===== src/rtl/bcd_pkg.sv =====
// Shared definitions for the sequential binary-to-BCD converter:
// FSM state encoding, digit geometry and the add-3 threshold, plus a
// constant function used to reject BIN_W/DIGITS pairs that cannot hold
// the full binary range.
package bcd_pkg;

    // Converter control states.
    typedef enum logic [1:0] {
        IDLE,
        SHIFT,
        DONE
    } state_t;

    // Width of one BCD digit.
    localparam int DIGIT_W = 4;

    // Digits at or above this value get +3 before each shift so that the
    // following doubling carries correctly into the next decade.
    localparam int ADD3_THRESH = 5;

    // True when DIGITS decimal digits can represent every value of a
    // BIN_W-bit unsigned number, i.e. 10**digits > 2**bin_w - 1.
    function automatic bit bcd_fits(input int bin_w, input int digits);
        longint unsigned max_val;
        longint unsigned p;
        max_val = (64'd1 << bin_w) - 64'd1;
        p       = 64'd1;
        for (int i = 0; i < digits; i++) begin
            // Stop early once the range is covered so p cannot overflow.
            if (p > max_val) begin
                return 1'b1;
            end
            p = p * 64'd10;
        end
        return (p > max_val);
    endfunction

endpackage


===== src/rtl/bcd_add3.sv =====
// Per-digit double-dabble adjust: a BCD digit of 5 or more gets 3 added
// so that the following left shift produces a correct decimal carry.
// Purely combinational; the top instantiates one per digit.
module bcd_add3
    import bcd_pkg::*;
(
    input  logic [DIGIT_W-1:0] digit_in,
    output logic [DIGIT_W-1:0] digit_out
);

    // Conditional +3 on digits at or above the threshold.
    always_comb begin
        digit_out = (digit_in >= DIGIT_W'(ADD3_THRESH)) ? (digit_in + DIGIT_W'(3))
                                                         : digit_in;
    end

endmodule


===== src/rtl/bin_to_bcd_seq.sv =====
// Iterative binary-to-BCD converter (shift-add-3 / double dabble).
//
// A start in IDLE latches bin_in and performs the first shift on the
// same edge; BIN_W-1 further shifts follow in SHIFT, then one DONE cycle
// registers the result into bcd_out and pulses done. Results hold until
// the next conversion completes, so downstream seven-segment decoders
// never see an intermediate value.
//
// Optional feature macro: BCD_LEADING_BLANK_EN
//   defined   - blank[i] (i >= 1) flags digit i as a leading zero;
//               blank[0] is always 0 so a zero result still shows "0".
//   undefined - blank is tied to 0 and no blanking logic exists.
module bin_to_bcd_seq
    import bcd_pkg::*;
#(
    parameter int BIN_W  = 10,
    parameter int DIGITS = 4
) (
    input  logic                  CLOCK_50,
    input  logic                  RST,
    input  logic                  start,
    input  logic [BIN_W-1:0]      bin_in,
    output logic                  busy,
    output logic                  done,
    output logic [4*DIGITS-1:0]   bcd_out,
    output logic [DIGITS-1:0]     blank
);

    localparam int ACC_W = DIGIT_W * DIGITS;
    localparam int CNT_W = $clog2(BIN_W + 1);

    // The accept edge already performs shift number one, so SHIFT only
    // has BIN_W-1 shifts left; the counter reaching 1 marks the last.
    localparam logic [CNT_W-1:0] CNT_LOAD = CNT_W'(BIN_W - 1);

    // Refuse to build a converter whose digits cannot hold 2**BIN_W - 1.
    if (!bcd_fits(BIN_W, DIGITS)) begin : g_bad_params
        $error("bin_to_bcd_seq: DIGITS too small for BIN_W");
    end

    state_t               state_q;
    state_t               state_d;
    logic [CNT_W-1:0]     cnt_q;
    logic [ACC_W-1:0]     acc_q;
    logic [ACC_W-1:0]     acc_adj;
    logic [BIN_W-1:0]     sr_q;
    logic                 load;
    logic                 shift_en;
    logic                 finish;

    // One add-3 cell per accumulator digit.
    for (genvar g = 0; g < DIGITS; g++) begin : g_add3
        bcd_add3 u_add3 (
            .digit_in  (acc_q[g*DIGIT_W +: DIGIT_W]),
            .digit_out (acc_adj[g*DIGIT_W +: DIGIT_W])
        );
    end

    // FSM state register.
    // NOTE: clocked state uses non-blocking assignments so every register
    // samples pre-edge values regardless of block evaluation order.
    always_ff @(posedge CLOCK_50) begin
        if (RST) begin
            state_q <= IDLE;
        end else begin
            state_q <= state_d;
        end
    end

    // FSM next-state and control decode.
    // NOTE: every output of this block is given a default first so no path
    // leaves a variable unassigned, which would otherwise infer a latch.
    always_comb begin
        state_d  = state_q;
        load     = 1'b0;
        shift_en = 1'b0;
        finish   = 1'b0;
        busy     = 1'b0;
        unique case (state_q)
            IDLE: begin
                if (start) begin
                    load    = 1'b1;
                    // A 1-bit input is fully shifted on the accept edge.
                    state_d = (BIN_W == 1) ? DONE : SHIFT;
                end
            end
            SHIFT: begin
                busy     = 1'b1;
                shift_en = 1'b1;
                if (cnt_q == CNT_W'(1)) begin
                    state_d = DONE;
                end
            end
            DONE: begin
                busy    = 1'b1;
                finish  = 1'b1;
                state_d = IDLE;
            end
            default: begin
                state_d = IDLE;
            end
        endcase
    end

    // Shift datapath: accept folds the load and the first shift together
    // (the accumulator is empty then, so no adjust is needed); each SHIFT
    // cycle adjusts all digits and moves the {acc, sr} pair left by one.
    always_ff @(posedge CLOCK_50) begin
        if (RST) begin
            cnt_q <= '0;
            acc_q <= '0;
            sr_q  <= '0;
        end else if (load) begin
            acc_q <= ACC_W'(bin_in[BIN_W-1]);
            sr_q  <= bin_in << 1;
            cnt_q <= CNT_LOAD;
        end else if (shift_en) begin
            // The dropped top bit is always zero for a legal BIN_W/DIGITS pair.
            acc_q <= ACC_W'({acc_adj, sr_q[BIN_W-1]});
            sr_q  <= sr_q << 1;
            cnt_q <= cnt_q - CNT_W'(1);
        end
    end

    // Result register and done pulse; bcd_out only changes in DONE.
    always_ff @(posedge CLOCK_50) begin
        if (RST) begin
            bcd_out <= '0;
            done    <= 1'b0;
        end else begin
            done <= finish;
            if (finish) begin
                bcd_out <= acc_q;
            end
        end
    end

`ifdef BCD_LEADING_BLANK_EN
    logic [DIGITS-1:0] blank_d;

    // Leading-zero detect, scanning from the most significant digit down.
    always_comb begin
        logic upper_zero;
        blank_d    = '0;
        upper_zero = 1'b1;
        for (int i = DIGITS - 1; i >= 1; i--) begin
            upper_zero = upper_zero && (acc_q[i*DIGIT_W +: DIGIT_W] == '0);
            blank_d[i] = upper_zero;
        end
    end

    // Blank flags update together with bcd_out; reset shows a single "0".
    always_ff @(posedge CLOCK_50) begin
        if (RST) begin
            blank <= ~DIGITS'(1);
        end else if (finish) begin
            blank <= blank_d;
        end
    end
`else
    assign blank = '0;
`endif

endmodule


===== config.mk =====
export PLATFORM = sky130hd
export DESIGN_NAME = bin_to_bcd_seq
export DESIGN_NICKNAME = d
export VERILOG_FILES = /design/src/rtl/bcd_pkg.sv /design/src/rtl/bcd_add3.sv /design/src/rtl/bin_to_bcd_seq.sv
export SDC_FILE = /design/constraint.sdc
export NUM_CORES = 1
export LEC_CHECK = 0
export ABC_CLOCK_PERIOD_IN_PS = 2830
export BUFFER_PORTS_ARGS = -buffer_cell sky130_fd_sc_hd__buf_2
export CAP_MARGIN = 15
export CORE_UTILIZATION = 55
export CTS_BUF_LIST = sky130_fd_sc_hd__clkbuf_16
export CTS_CLUSTER_DIAMETER = 120
export CTS_CLUSTER_SIZE = 25
export DETAILED_ROUTE_END_ITERATION = 6
export PLACE_DENSITY = 0.78
export RECOVER_POWER = 50
export SLEW_MARGIN = 20
export SYNTH_ARGS = -nofsm -noshare
export SYNTH_HDL_FRONTEND = slang
export SYNTH_SLANG_ARGS = --single-unit

===== constraint.sdc =====
create_clock -name CLOCK_50 -period 2.83 [get_ports CLOCK_50]
set_input_delay 0.283 -clock CLOCK_50 [delete_from_list [all_inputs] [get_ports CLOCK_50]]
set_output_delay 0.283 -clock CLOCK_50 [all_outputs]
set_load 0.02 [all_outputs]

==> results.md <==
- Pre-antenna DRT Iters: 4
- Power Density: 777 nW/µm²
- Post-place setup slack: 0.898 ns
- Max Freq: 0.456 GHz
- Routability cong.: 0.717
- Setup Buffers After CTS: 0
- Clock tree buffer depth: 2
- DIE HEIGHT: 66.7 µm
- Clk_lat worst skew: 0.29 ns
- CP startpoint kind: flip-flop
- Leakage power: 0.000933 µW
- Worst path arrival time: 2.39 ns
- ANT nets after route: 0
- Area delta synth->final: 10.7%
- Synthesis Warnings: 0
- Gr usage total: 21.8%
- Post-Place Cell Area: 2440 µm²
- Global-route wire length before repair: 7.25 mm
- Tmin final: 2.19 ns
- Starting DRT DRC Count: 126
- Clk_skew: 0.00333 ns
- Grt total ovfl: 0
- Hold Vio Cnt, Final: 0
- Fraction of layout cells with a size suffix above 1: 8.86%
- Unrepaired setup endpoints after global routing: no
- Cts bufs inserted: 5
- Die width: 66.7 µm
- Clock root buffer: clkbuf_16
- Least-Margin Pin Slew: 1.15 ns
- Clk slew on worst S/H paths: 0.06 ns
- DRC: 0
- Starting Density: 57.6%
- Final worst-path cycle share: 77.5%
- Slowest CP cell: or4b_1
- Reg2Reg Setup Slack: 0.64 ns
- Status: complete, no violations
- CORE AREA: 4000 µm²
- Sequential share of the synthesized area: 41.7%
- Top Ports: 35
- Fin Setup TNS: 0 ns
- Hold path start: bin_in[0]
- CP Max Fanout: 22
- Crit path kind: flip-flop to flip-flop
- Crit. End Element: flip-flop
- CTS tree: yes
- Worst min path class: primary input to flip-flop
- Count of different cell masters after synthesis: 29
- Synthesized area: 2300 µm²
- # diodes: 0
- Vias: 1754
- Vias per inst: 5.46
- Worst Setup SP: state_q[0]$_SDFFE_PP0P_
- CP peak stage delay: 0.55 ns
- Initial antenna violation count: 0
- Most frequent cells in the layout: 48 x dfxtp_1, 29 x nor2_1, 26 x mux2i_1
- Slew margin rel.: 23.6%
- H-tree levels: 2
- Worst path required time: 3.03 ns
- Average size of a mapped cell: 9.36 µm²
- Number of setup violations in the final report: 0
- Worst r2r src: state_q[0]$_SDFFE_PP0P_
- Slew Limit Fails: 0
- Largest net degree at the start of global routing: 34
- Post-CTS Resized: 0
- Port Buffers: 30
- PnR worst setup slack: 0.638 ns
- Max cap viols: 0
- #FFs+latches synth: 48
- Clk sinks: 48
- Design area: 2550 µm²
- Cts hold-fix bufs: 0
- Num rows: 23
- Detail Placement HPWL: 2.82 mm
- Post-layout util: 63.7%
- Gate Count Post-Synth: 246
- Total Die Area: 4450 µm²
- Routed len/inst: 12.6 µm
- Final net count: 297
- Vias in the first global route: 1709
- Commonest non-fill, non-tap cell in the layout: dfxtp_1
- Crit-path cells: inv_1, ha_1, nand2_1, nand2b_4, or4b_1, o311ai_1
- Final wirelength: 4.05 mm
- Worst IR Drop VDD: 0.543 mV
Yosys cell counts (all sizes together):
library cell,n,area [µm²]
o21ai,11,55.1
nand3b,5,37.5
nor3b,4,30.0
nand2,6,25.0
ha,14,175
nand3,9,45.0
o311ai,4,35.0
or3b,1,8.76
nand4,8,50.1
dfxtp,48,961
buf,13,90.1
or4b,8,80.1
nor4b,1,15.0
mux2i,26,260
inv,12,45.0
a21oi,19,98.9
xor2,1,8.76
a211oi,10,75.1
nor2,29,109
clkbuf,7,26.3
nor2b,2,12.5
nand2b,5,38.8
conb,1,3.75
xnor2,2,17.5
through the flow:
| step | hold slack [ns] | std cells | total power (µW) |
|---|---|---|---|
| final | 0.264 | 321 | 1980 |
| after global routing | 0.281 | 321 | 2120 |
| after CTS | 0.263 | 321 | 2000 |
| after detailed placement | 0.477 | 313 | 1450 |
| after global placement | 0.467 | 313 | 1430 |
| after floorplan | 0.431 | 249 | 1350 |
metal layers:
metal,GRT usage (%),part of all wire (%),vias to the layer above
met5,0,0,-
met4,7.98,1.4,0
met3,6.68,3.7,5
met2,37.6,49,34
met1,25.1,46,806
li1,-,-,909
final cells by class:
cell class              count  area, µm²
flip-flops and latches     48        961
inverters                  12       45.0
clock inverters             3       11.3
fillers                   348       1450
well taps                  50       62.6
multi-input cells         169       1190
repair buffers             34        155
clock buffers               5        125
worst max-delay path, delay by kind of cell (launching register included):
kind | cells | cell delay [ns]
AND/OR/NAND/NOR | 3 | 1.33
AO/OA/AOI/OAI | 1 | 0.09
adder cells (fa/ha/maj) | 1 | 0.25
flip-flops | 1 | 0.35
buffers and inverters | 1 | 0.08
registers in the layout, indices dropped and copies added, names as in the netlist:
register,count
done,1
bcd_out,16
sr_q,9
acc_q,16
state_q,2
cnt_q,4
kinds of logic (layout without fill, tap and decap cells):
| kind of cell | count (synthesis) | count (layout) | synth area share, % |
|---|---|---|---|
| simple gates | 78 | 78 | 19.6 |
| fa+ha+maj | 14 | 14 | 7.60 |
| other cells | 1 | 4 | 0.163 |
| compound gates | 44 | 44 | 11.5 |
| buf+inv | 32 | 54 | 7.01 |
| mux | 26 | 26 | 11.3 |
| xor+xnor | 3 | 3 | 1.14 |
| flops | 48 | 48 | 41.7 |
power breakdown:
part | leakage [µW] | switching, µW | total (µW) | internal, µW
Combinational | 0.000469 | 342 | 602 | 260
Sequential | 0.000390 | 70.9 | 829 | 759
Clock | 0.0000738 | 233 | 550 | 318
final timing paths:
| path | endpoint | cells after the start |
|---|---|---|
| setup / recovery | acc_q[1]$_SDFFE_PP0P_ | 6 |
| hold reg to reg | bcd_out[2]$_SDFFE_PP0P_ | 2 |
| setup reg to reg | acc_q[1]$_SDFFE_PP0P_ | 6 |
| hold / removal | sr_q[1]$_SDFFE_PP0P_ | 3 |
Power figures use the tool's default switching activity.
